$ cat src/rtl/oflow_score_calc_calc_min.sv
// ---------------------------------------------------------------------------
// oflow_score_calc_calc_min
//
// Minimum-search engine of the score-calc stage. A start pulse latches one
// batch of N_CAND candidate scores, which are then scanned one per clock. A
// running minimum (score + candidate ID) is kept and carries across the
// batches of one object until a start with first_batch=1 clears it.
// done_calc_min pulses for one cycle when the batch scan completes.
//
// Parameters:
//   SCORE_W   width of one unsigned score
//   N_CAND    candidates per batch (>= 2)
//   ID_W      candidate ID width
//   SCORE_TH  match threshold (exists only with OFLOW_CALC_MIN_THRESHOLD_EN)
//
// Optional feature macro: OFLOW_CALC_MIN_THRESHOLD_EN
//   Defined   : a candidate also needs score <= SCORE_TH to qualify.
//   Undefined : every unmasked candidate participates.
//
// Ports:
//   clk              in   clock, rising edge
//   reset_N          in   asynchronous active-low reset
//   start_calc_min   in   one-cycle start pulse (ignored while busy)
//   first_batch      in   sampled with start; clears the running minimum
//   scores_in        in   packed scores, candidate k at [k*SCORE_W +: SCORE_W]
//   valid_mask       in   bit k=1: candidate k participates
//   batch_base_id    in   ID of candidate 0 (candidate k = base + k, wraps)
//   done_calc_min    out  one-cycle pulse at end of batch scan
//   busy             out  high from start edge until done cycle ends
//   min_score        out  running minimum score
//   min_id           out  ID of the running minimum
//   min_found        out  at least one candidate qualified since last clear
// ---------------------------------------------------------------------------
module oflow_score_calc_calc_min #(
    parameter int unsigned SCORE_W = 16,
    parameter int unsigned N_CAND  = 8,
    parameter int unsigned ID_W    = 10
`ifdef OFLOW_CALC_MIN_THRESHOLD_EN
    ,
    parameter logic [SCORE_W-1:0] SCORE_TH = SCORE_W'(16'h0FFF)
`endif
) (
    input  logic                      clk,
    input  logic                      reset_N,
    input  logic                      start_calc_min,
    input  logic                      first_batch,
    input  logic [N_CAND*SCORE_W-1:0] scores_in,
    input  logic [N_CAND-1:0]         valid_mask,
    input  logic [ID_W-1:0]           batch_base_id,
    output logic                      done_calc_min,
    output logic                      busy,
    output logic [SCORE_W-1:0]        min_score,
    output logic [ID_W-1:0]           min_id,
    output logic                      min_found
);

    localparam int unsigned IDX_W = (N_CAND > 1) ? $clog2(N_CAND) : 1;

    typedef enum logic [1:0] {
        ST_IDLE = 2'd0,
        ST_SCAN = 2'd1,
        ST_DONE = 2'd2
    } state_e;

    state_e               state_q, state_d;
    logic [IDX_W-1:0]     idx_q, idx_d;
    logic [SCORE_W-1:0]   scores_q [N_CAND];
    logic [SCORE_W-1:0]   scores_d [N_CAND];
    logic [N_CAND-1:0]    mask_q, mask_d;
    logic [ID_W-1:0]      base_q, base_d;
    logic [SCORE_W-1:0]   min_score_q, min_score_d;
    logic [ID_W-1:0]      min_id_q, min_id_d;
    logic                 min_found_q, min_found_d;
    logic                 done_q, done_d;
    logic                 busy_q, busy_d;

    logic [SCORE_W-1:0]   cand_score_c;
    logic [ID_W-1:0]      cand_id_c;
    logic                 th_ok_c;
    logic                 qualify_c;

    // Current candidate under scan, taken from the latched batch copy.
    always_comb begin
        cand_score_c = scores_q[idx_q];
        cand_id_c    = base_q + ID_W'(idx_q);
`ifdef OFLOW_CALC_MIN_THRESHOLD_EN
        th_ok_c      = (cand_score_c <= SCORE_TH);
`else
        th_ok_c      = 1'b1;
`endif
        // Strict less-than keeps the earlier candidate on ties.
        qualify_c    = mask_q[idx_q] & th_ok_c &
                       (~min_found_q | (cand_score_c < min_score_q));
    end

    // Next-state and registered-output logic.
    always_comb begin
        state_d     = state_q;
        idx_d       = idx_q;
        scores_d    = scores_q;
        mask_d      = mask_q;
        base_d      = base_q;
        min_score_d = min_score_q;
        min_id_d    = min_id_q;
        min_found_d = min_found_q;
        done_d      = 1'b0;
        busy_d      = busy_q;

        case (state_q)
            ST_IDLE: begin
                if (start_calc_min) begin
                    for (int unsigned k = 0; k < N_CAND; k++) begin
                        scores_d[k] = scores_in[k*SCORE_W +: SCORE_W];
                    end
                    mask_d  = valid_mask;
                    base_d  = batch_base_id;
                    idx_d   = '0;
                    busy_d  = 1'b1;
                    state_d = ST_SCAN;
                    if (first_batch) begin
                        min_score_d = '1;
                        min_id_d    = '0;
                        min_found_d = 1'b0;
                    end
                end
            end
            ST_SCAN: begin
                if (qualify_c) begin
                    min_score_d = cand_score_c;
                    min_id_d    = cand_id_c;
                    min_found_d = 1'b1;
                end
                if (idx_q == IDX_W'(N_CAND - 1)) begin
                    done_d  = 1'b1;
                    state_d = ST_DONE;
                end else begin
                    idx_d = idx_q + IDX_W'(1);
                end
            end
            ST_DONE: begin
                idx_d   = '0;
                busy_d  = 1'b0;
                state_d = ST_IDLE;
            end
            default: begin
                idx_d   = '0;
                busy_d  = 1'b0;
                state_d = ST_IDLE;
            end
        endcase
    end

    // State and data registers.
    always_ff @(posedge clk or negedge reset_N) begin
        if (!reset_N) begin
            state_q     <= ST_IDLE;
            idx_q       <= '0;
            for (int unsigned k = 0; k < N_CAND; k++) begin
                scores_q[k] <= '0;
            end
            mask_q      <= '0;
            base_q      <= '0;
            min_score_q <= '1;
            min_id_q    <= '0;
            min_found_q <= 1'b0;
            done_q      <= 1'b0;
            busy_q      <= 1'b0;
        end else begin
            state_q     <= state_d;
            idx_q       <= idx_d;
            scores_q    <= scores_d;
            mask_q      <= mask_d;
            base_q      <= base_d;
            min_score_q <= min_score_d;
            min_id_q    <= min_id_d;
            min_found_q <= min_found_d;
            done_q      <= done_d;
            busy_q      <= busy_d;
        end
    end

    assign done_calc_min = done_q;
    assign busy          = busy_q;
    assign min_score     = min_score_q;
    assign min_id        = min_id_q;
    assign min_found     = min_found_q;

endmodule

$ cat config.mk
export PLATFORM = sky130hd
export DESIGN_NAME = oflow_score_calc_calc_min
export DESIGN_NICKNAME = d
export VERILOG_FILES = /design/src/rtl/oflow_score_calc_calc_min.sv
export SDC_FILE = /design/constraint.sdc
export NUM_CORES = 1
export LEC_CHECK = 0
export CORE_MARGIN = 2
export CORE_UTILIZATION = 65
export CTS_BUF_LIST = sky130_fd_sc_hd__clkbuf_4
export DETAILED_ROUTE_END_ITERATION = 8
export DONT_BUFFER_PORTS = 1
export GPL_TIMING_DRIVEN = 0
export PLACE_DENSITY = 0.8
export SLEW_MARGIN = 30
export SYNTH_ARGS = -nofsm -noshare
export SYNTH_HDL_FRONTEND = slang
export SYNTH_SLANG_ARGS = --single-unit
$ cat constraint.sdc
create_clock -name clk -period 4.95 [get_ports clk]
set_clock_uncertainty 0.15 [all_clocks]
set_input_delay 0.495 -clock clk [delete_from_list [all_inputs] [get_ports clk]]
set_output_delay 0.495 -clock clk [all_outputs]
set_load 0.01 [all_outputs]
==> results.ini, run 1 <==
[status]
outcome=complete, no violations

[floorplan]
die_area_um2=13900
die_x_um=118
fp.coreArea_um2=12700
row_count=41
io_pins=179
initial_core_util_pct=66.6
die_h_um=118

[detailed_routing]
drt-met1-wl_um=8730
route.met2.wl_um=11400
vias_per_cell=6.14
drc=0
vias=5621
top_layer_used=met4
detail_route.iter0.violations=411
route.met3.wl_um=1300
drtPass1Iterations=5
wirelength_um=22000
wl_per_cell_um=24.1
drtAntennaViolNets=0

[clock_tree]
cts_tree=yes
cts_buffers=17
clk_pin_slew_ns=0.14
ctsHtreeMaxLevel=4
cts_resized=0
clock-root-buffer=clkbuf_4
clock-sinks=180
clockBufferDepth=2
insertion_delay_ns=0.58

[place]
place_ws_ns=0.590
portBuffers=0
hpwlAfterDp_um=13900
place_area_um2=8660
place.gp.congestion=0.898

[logic_synthesis]
yosys.cell_types.count=40
syn_inst=563
syn-num-nets=734
ys_ff_latch=180
synth.avg_cell_area_um2=15.0
synth-main-ff-cell=dfrtp_1
yosysWarnings=0
ys_seq_area_share_pct=53.6
syn_area_um2=8440
asyncSetResetFlopFracSynth_pct=100
synth_edf_count=0

[sta]
slew_headroom_pct=43.2
rsz0062_at_grt=false
setup_viol=0
tightest_slew_ns=0.851
slew_violations=0
finalCritPeriodShare_pct=90.4
period_needed_ns=4.48
finalHoldViolCount=0
hold_ws_ns=0.0349
finalSetupTns_ns=0
fmax_ghz=0.223
setup_slack_ns=0.473

[final_layout]
stdcell_area_um2=10400
final_core_util_pct=82.1
area_delta_synth_final_pct=23.2
fin_nets=902
fill_cells=687
layout.area.seq_um2=4520
drive_above_1_share_pct=35.8
multi_input_area_um2=3660

[critical_path]
endpoint=min_id[4]
worstPathArrival_ns=4.83
ff2ff_setup_slack_ns=0.47
crit_type=register to register
r2r_cells=12
endpoint_kind=register
worstSetupStartpoint=idx_q[1]
r2r-end=min_id[4]
crit_path_max_fanout=10
crit-reg2reg-launch=idx_q[1]
cp.required_ns=5.30
start_kind=register

[min_path]
hold_depth=3
hp-class=primary input to register

[power]
p_per_area_nw_per_um2=708
ir_drop_mv=0.361
power.static_leakage_nw=4.43

[global_route]
antenna_found_initial=1
grt_first_pass_wirelength_um=34800
first_global_vias=6395
grt.overflow.total=0
grt_max_degree=181
gr-usage-all-layers_pct=33.5

[flow_run]
maxCapViolCount=0

## worst min-delay path by stage
stage,endpoint,from
6_report,min_id[9],first_batch
5_1_grt,min_id[9],first_batch
4_1_cts,min_id[9],first_batch
3_5_place_dp,scores_q[53],reset_N
3_3_place_gp,scores_q[37],reset_N
2_1_floorplan,base_q[0],reset_N
## cell type report
cell class	count	share of cell area, %
diodes	1	0.0241
repair buffers	149	14.5
multi-input cells	330	35.2
plain buffers	34	1.83
clock inverters	12	0.878
inverters	19	0.686
clock buffers	19	1.37
flip-flops and latches	180	43.5
well taps	172	2.07
## logic make-up (layout without fill, tap and decap cells)
kind of cell	count (synthesis)	after routing	synth area share, %
mux	212	212	32.3
flops	180	180	53.6
other cells	0	1	0
buf+inv	53	233	3.10
xor+xnor	9	9	0.934
fa+ha+maj	21	21	3.20
compound gates	42	42	4.16
simple gates	46	46	2.73
## flip-flops by register name, summed over array words and instances (netlist names)
register,flops
base_q,10
busy,1
done_calc_min,1
idx_q,3
mask_q,8
min_found,1
min_id,10
min_score,16
scores_q,128
state_q,2
## metrics by stage
stage / cells / power (mW)
finish: 916 / 7.36
global route: 916 / 7.82
CTS: 915 / 7.28
detailed placement: 735 / 6.43
global placement: 735 / 6.24
floorplan: 563 / 5.53
## cells in the final DEF, fill, tap and decap left out, drive strengths merged, types with 2 or more instances in the layout
master	n
nand3b	2
and3	3
a31oi	2
nand2	16
a211oi	2
nand2b	2
mux2i	17
xnor2	4
inv	19
a21oi	8
xor2	5
clkbuf	27
dlygate4sd3	148
nand4	4
o32a	15
dfstp	16
clkinv	11
dfrtp	164
mux2	163
o21ai	4
buf	27
and2	2
ha	20
a21o	4
nor2	10
nor3b	5
mux4	32
## what timing repair did
action                     4_1_cts  5_1_grt
hold endpoints to repair       330        0
setup endpoints to repair        0        0
buffers inserted                 0        0
hold buffers                   149        0
## synthesized netlist by cell type (all sizes together), types with 2 or more instances
library cell	instances	area, um2
nand4	4	25.0
nor2	10	37.5
inv	19	71.3
a21oi	8	40.0
and2	2	12.5
dfrtp	164	4100
nand3b	2	15.0
a31oi	2	18.8
xor2	5	43.8
nand2b	2	12.5
and3	3	18.8
nor3b	5	37.5
o21ai	4	23.8
mux2	163	1840
dfstp	16	420
clkbuf	8	30.0
mux2i	17	170
o32a	15	150
xnor2	4	35.0
a21o	4	30.0
mux4	32	721
ha	20	250
nand2	16	60.1
buf	26	160
a211oi	2	15.0
## per-layer routing
layer | global-route usage, % | vias to the layer above
met4 | 12.5 | 0
met5 | 1.47 | -
met2 | 57.1 | 220
met1 | 40.8 | 2929
met3 | 9.30 | 48
li1 | - | 2424
## worst max-delay path: stages (launching register included)
cell and delay, ns:
dfrtp_1 0.46, buf_2 0.34, clkbuf_1 0.64, mux4_2 0.43
mux2_2 0.30, ha_1 0.31, a2111oi_0 0.40, o221ai_1 0.20
a22oi_1 0.22, o21ai_2 0.11, a21oi_1 0.24, buf_2 0.35
mux2i_1 0.23
## where the power goes
part           internal (mW)  switching, mW  total, mW
combinational           2.03           1.71       3.74
clock                  0.249          0.498      0.747
sequential              2.30          0.579       2.88
Note: power is estimated with default switching activity, not from simulation.
==> inputs of run 2 (changes only) <==
Settings changed: CORE_MARGIN 2 to 1.5.
==> results.ini, run 2 (synthesized netlist as in run 1, its figures left out) <==
[status]
outcome=complete, no violations

[detailed_routing]
drc=0
wirelength_um=22300
wl_per_cell_um=24.3
vias_per_cell=6.16
drtPass1Iterations=4
drtAntennaViolNets=0
vias=5657
detail_route.iter0.violations=334

[floorplan]
die_area_um2=13700
fp.coreArea_um2=12700
die_x_um=117
row_count=41
die_h_um=117
initial_core_util_pct=66.6
io_pins=179

[clock_tree]
clockBufferDepth=2
ctsHtreeMaxLevel=4
cts_buffers=17
clock-root-buffer=clkbuf_4
insertion_delay_ns=0.60
cts_tree=yes
clock-sinks=180
clk_pin_slew_ns=0.15
cts_resized=0

[global_route]
grt_max_degree=181
gr-usage-all-layers_pct=34.4
grt_first_pass_wirelength_um=33500
antenna_found_initial=2
first_global_vias=6141
grt.overflow.total=0

[place]
hpwlAfterDp_um=13900
portBuffers=0
placed_cells_incl_taps=735
place.gp.congestion=0.868
place_area_um2=8660

[sta]
tightest_slew_ns=0.900
setup_viol=0
slew_headroom_pct=40.0
finalSetupTns_ns=0
finalHoldViolCount=0
fmax_ghz=0.224
slew_violations=0
period_needed_ns=4.47
finalCritPeriodShare_pct=90.4
rsz0062_at_grt=false

[final_layout]
mostFrequentLayoutCells=164 x dfrtp_1, 163 x mux2_2, 149 x dlygate4sd3_1
final_cells=918
drive_above_1_share_pct=36.2
stdcell_area_um2=10400
largest_reg_flops=128
area_delta_synth_final_pct=23.7
layout_commonest_cell=dfrtp_1
fin_nets=903
regMostFlops=scores_q
fill_cells=667

[power]
p_per_area_nw_per_um2=714
ir_drop_mv=0.412
power.static_leakage_nw=4.44
power.total_mw=7.45

[critical_path]
crit-reg2reg-launch=idx_q[1]
crit_path_max_fanout=10
start_kind=register
worstPathArrival_ns=4.83
cp.required_ns=5.31
ff2ff_setup_slack_ns=0.48
endpoint_kind=register
worstSetupStartpoint=idx_q[1]
crit_type=register to register

[min_path]
hp-start=start_calc_min
hp-class=primary input to register

[flow_run]
maxCapViolCount=0

## run 2: power by group
part / internal (mW) / leakage [nW] / switching (mW)
clock network: 0.259 / 0.133 / 0.529
registers: 2.30 / 2.12 / 0.580
logic: 2.04 / 2.18 / 1.75
total: 4.59 / 4.44 / 2.86
## run 2: worst paths after layout
kind / end / cells after the start
worst max-delay path: min_id[0] / 12
worst min-delay path: min_id[9] / 4
worst max register to register: min_id[0] / 12
worst min register to register: scores_q[79] / 1
max in group asynchronous: min_id[1] / 2
min in group asynchronous: scores_q[23] / 2
## run 2: stage by stage
step | hold slack [ns] | setup slack [ns] | utilization (%)
floorplan | 0.0494 | 1.20 | -
global placement | 0.0540 | 0.648 | 68.3
detailed placement | 0.0535 | 0.566 | 68.3
CTS | 0.285 | 0.522 | 82.4
global route | 0.351 | 0.250 | 82.4
finish | 0.298 | 0.478 | 82.4
## run 2: area by class of cell
cell class                      count  area [um2]  share of cell area, %
Antenna cell                        1        2.50                 0.0240
Buffer                             34         190                   1.82
Clock buffer                       18         135                   1.29
Clock inverter                     14         130                   1.25
Inverter                           19        71.3                  0.683
Multi-Input combinational cell    330        3660                   35.0
Sequential cell                   180        4520                   43.3
Tap cell                          172         215                   2.06
Timing Repair Buffer              150        1520                   14.5
## run 2: repair_timing
action / 4_1_cts / 5_1_grt
hold buffers: 150 / 0
endpoints found under the setup margin: 0 / 0
setup buffers: 0 / 0
hold endpoints to repair: 331 / 0
## run 2: worst max-delay path, stage by stage (launching register included)
cell,delay [ns]
dfrtp_1,0.48
buf_2,0.32
buf_1,0.58
mux4_2,0.47
mux2_2,0.31
ha_1,0.31
a2111oi_0,0.42
o221ai_1,0.21
a22oi_1,0.20
o21ai_2,0.11
a21oi_1,0.23
buf_2,0.34
mux2i_1,0.25
## run 2: per-layer routing
layer	global-route usage [%]	wire length, um
met1	41.1	8370
met2	58.0	11500
met3	9.22	1550
met4	17.4	841
met5	0	11
==> inputs of run 3 (changes only) <==
Settings changed: REMOVE_ABC_BUFFERS set to 1.
==> results.ini, run 3 (synthesized netlist as in run 1, its figures left out) <==
[status]
outcome=complete, no violations

[critical_path]
cp.required_ns=5.30
worstPathArrival_ns=4.76
start_kind=register
crit_path_max_fanout=22
endpoint_kind=register
endpoint=min_id[1]
r2r_cells=10
r2r-end=min_id[1]
crit_type=register to register
worstSetupStartpoint=idx_q[0]
crit-reg2reg-launch=idx_q[0]
ff2ff_setup_slack_ns=0.53

[final_layout]
mostFrequentLayoutCells=163 x mux2_2, 161 x dfrtp_1, 148 x dlygate4sd3_1
fill_cells=663
fin_nets=887
layout_commonest_cell=mux2_2
regMostFlops=scores_q
area_delta_synth_final_pct=23.9
drive_above_1_share_pct=36.8
largest_reg_flops=128
antenna_cells=0

[power]
pwr-share-clk_pct=11.4
seqPwrFrac_pct=41.8
combPwrFrac_pct=46.7
p_switching_mw=2.74
switching_share_pct=37.5
ir_drop_mv=0.412
power.static_leakage_nw=4.42
p_int_mw=4.57
p_per_area_nw_per_um2=699
power.total_mw=7.31

[sta]
hold_ws_ns=0.255
slew_headroom_pct=42.6
rsz0062_at_grt=false
finalSetupTns_ns=0
finalHoldViolCount=0
period_needed_ns=4.42
setup_viol=0
tightest_slew_ns=0.860
fmax_ghz=0.226
finalCritPeriodShare_pct=89.2
slew_violations=0

[detailed_routing]
drtPass1Iterations=4
wl_per_cell_um=22.1
vias_per_cell=5.94
wirelength_um=19900
vias=5354
drc=0
detail_route.iter0.violations=318
drtAntennaViolNets=0

[floorplan]
die_area_um2=13700
die_x_um=117
fp.coreArea_um2=12700
io_pins=179
row_count=41
die_h_um=117
initial_core_util_pct=66.6

[clock_tree]
cts_buffers=17
cts_setup_buffers=0
clock-root-buffer=clkbuf_4
insertion_delay_ns=0.60
clockBufferDepth=2
clock-sinks=180
ctsHtreeMaxLevel=4
cts_tree=yes
clk_pin_slew_ns=0.15

[place]
place.gp.congestion=0.748
portBuffers=0
hpwlAfterDp_um=11600

[global_route]
antenna_found_initial=0
grt.overflow.total=0
gr-usage-all-layers_pct=31.2
grt_first_pass_wirelength_um=31200
first_global_vias=5957
grt_max_degree=181

[min_path]
hp-class=primary input to async pin

[flow_run]
maxCapViolCount=0

[run 3: critical path: stages, from the launching register on]
cell,delay (ns)
dfrtp_4,0.77
buf_12,0.27
mux4_2,0.52
mux2_2,0.30
ha_1,0.32
a2111oi_0,0.44
o221ai_1,0.19
a22oi_1,0.22
o21ai_2,0.12
a21oi_2,0.67
mux2i_1,0.33
[run 3: repair_timing]
item / 4_1_cts / 5_1_grt
gates resized for setup: 0 / 0
hold endpoints to repair: 330 / 0
endpoints found under the setup margin: 0 / 0
hold buffers: 149 / 0
[run 3: worst min-delay path by stage]
| stage | start | endpoint | slack (ns) |
|---|---|---|---|
| final | reset_N | scores_q[123] | 0.25 |
| after floorplan | reset_N | base_q[0] | 0.05 |
| after detailed placement | reset_N | scores_q[43] | 0.05 |
| after CTS | start_calc_min | busy | 0.20 |
| after global placement | reset_N | scores_q[43] | 0.05 |
| after global routing | reset_N | scores_q[123] | 0.23 |
[run 3: through the flow]
step	setup WS (ns)	instance area, um2	util, %	instances
detailed placement	0.585	8640	68.2	719
floorplan	-10.33	8250	-	529
global route	0.186	10500	82.5	901
global placement	-15.77	8470	66.8	701
CTS	0.529	10400	82.3	900
finish	0.535	10500	82.5	901
[run 3: area by class of cell]
| cell class | instances | area (um2) | area share (%) |
|---|---|---|---|
| multi-input combinational | 330 | 3670 | 35.1 |
| inverter | 19 | 71.3 | 0.682 |
| tap | 172 | 215 | 2.06 |
| clock buffer | 17 | 128 | 1.22 |
| clock inverter | 15 | 154 | 1.47 |
| sequential | 180 | 4530 | 43.3 |
| timing repair buffer | 168 | 1690 | 16.2 |
[run 3: power by group through the flow]
stage	logic (mW)	registers [mW]	clock network [mW]
floorplan	2.74	2.80	0
global placement	3.14	2.99	0
detailed placement	3.19	3.03	0
CTS	3.34	3.00	0.838
global route	3.73	3.16	0.910
finish	3.42	3.06	0.836
[run 3: layer usage]
layer | routed length [um] | vias to the layer above | track usage, %
li1 | - | 2382 | -
met1 | 7750 | 2734 | 38.4
met2 | 10300 | 200 | 53.5
met3 | 1320 | 38 | 8.50
met4 | 475 | 0 | 11.7
met5 | 0 | - | 0
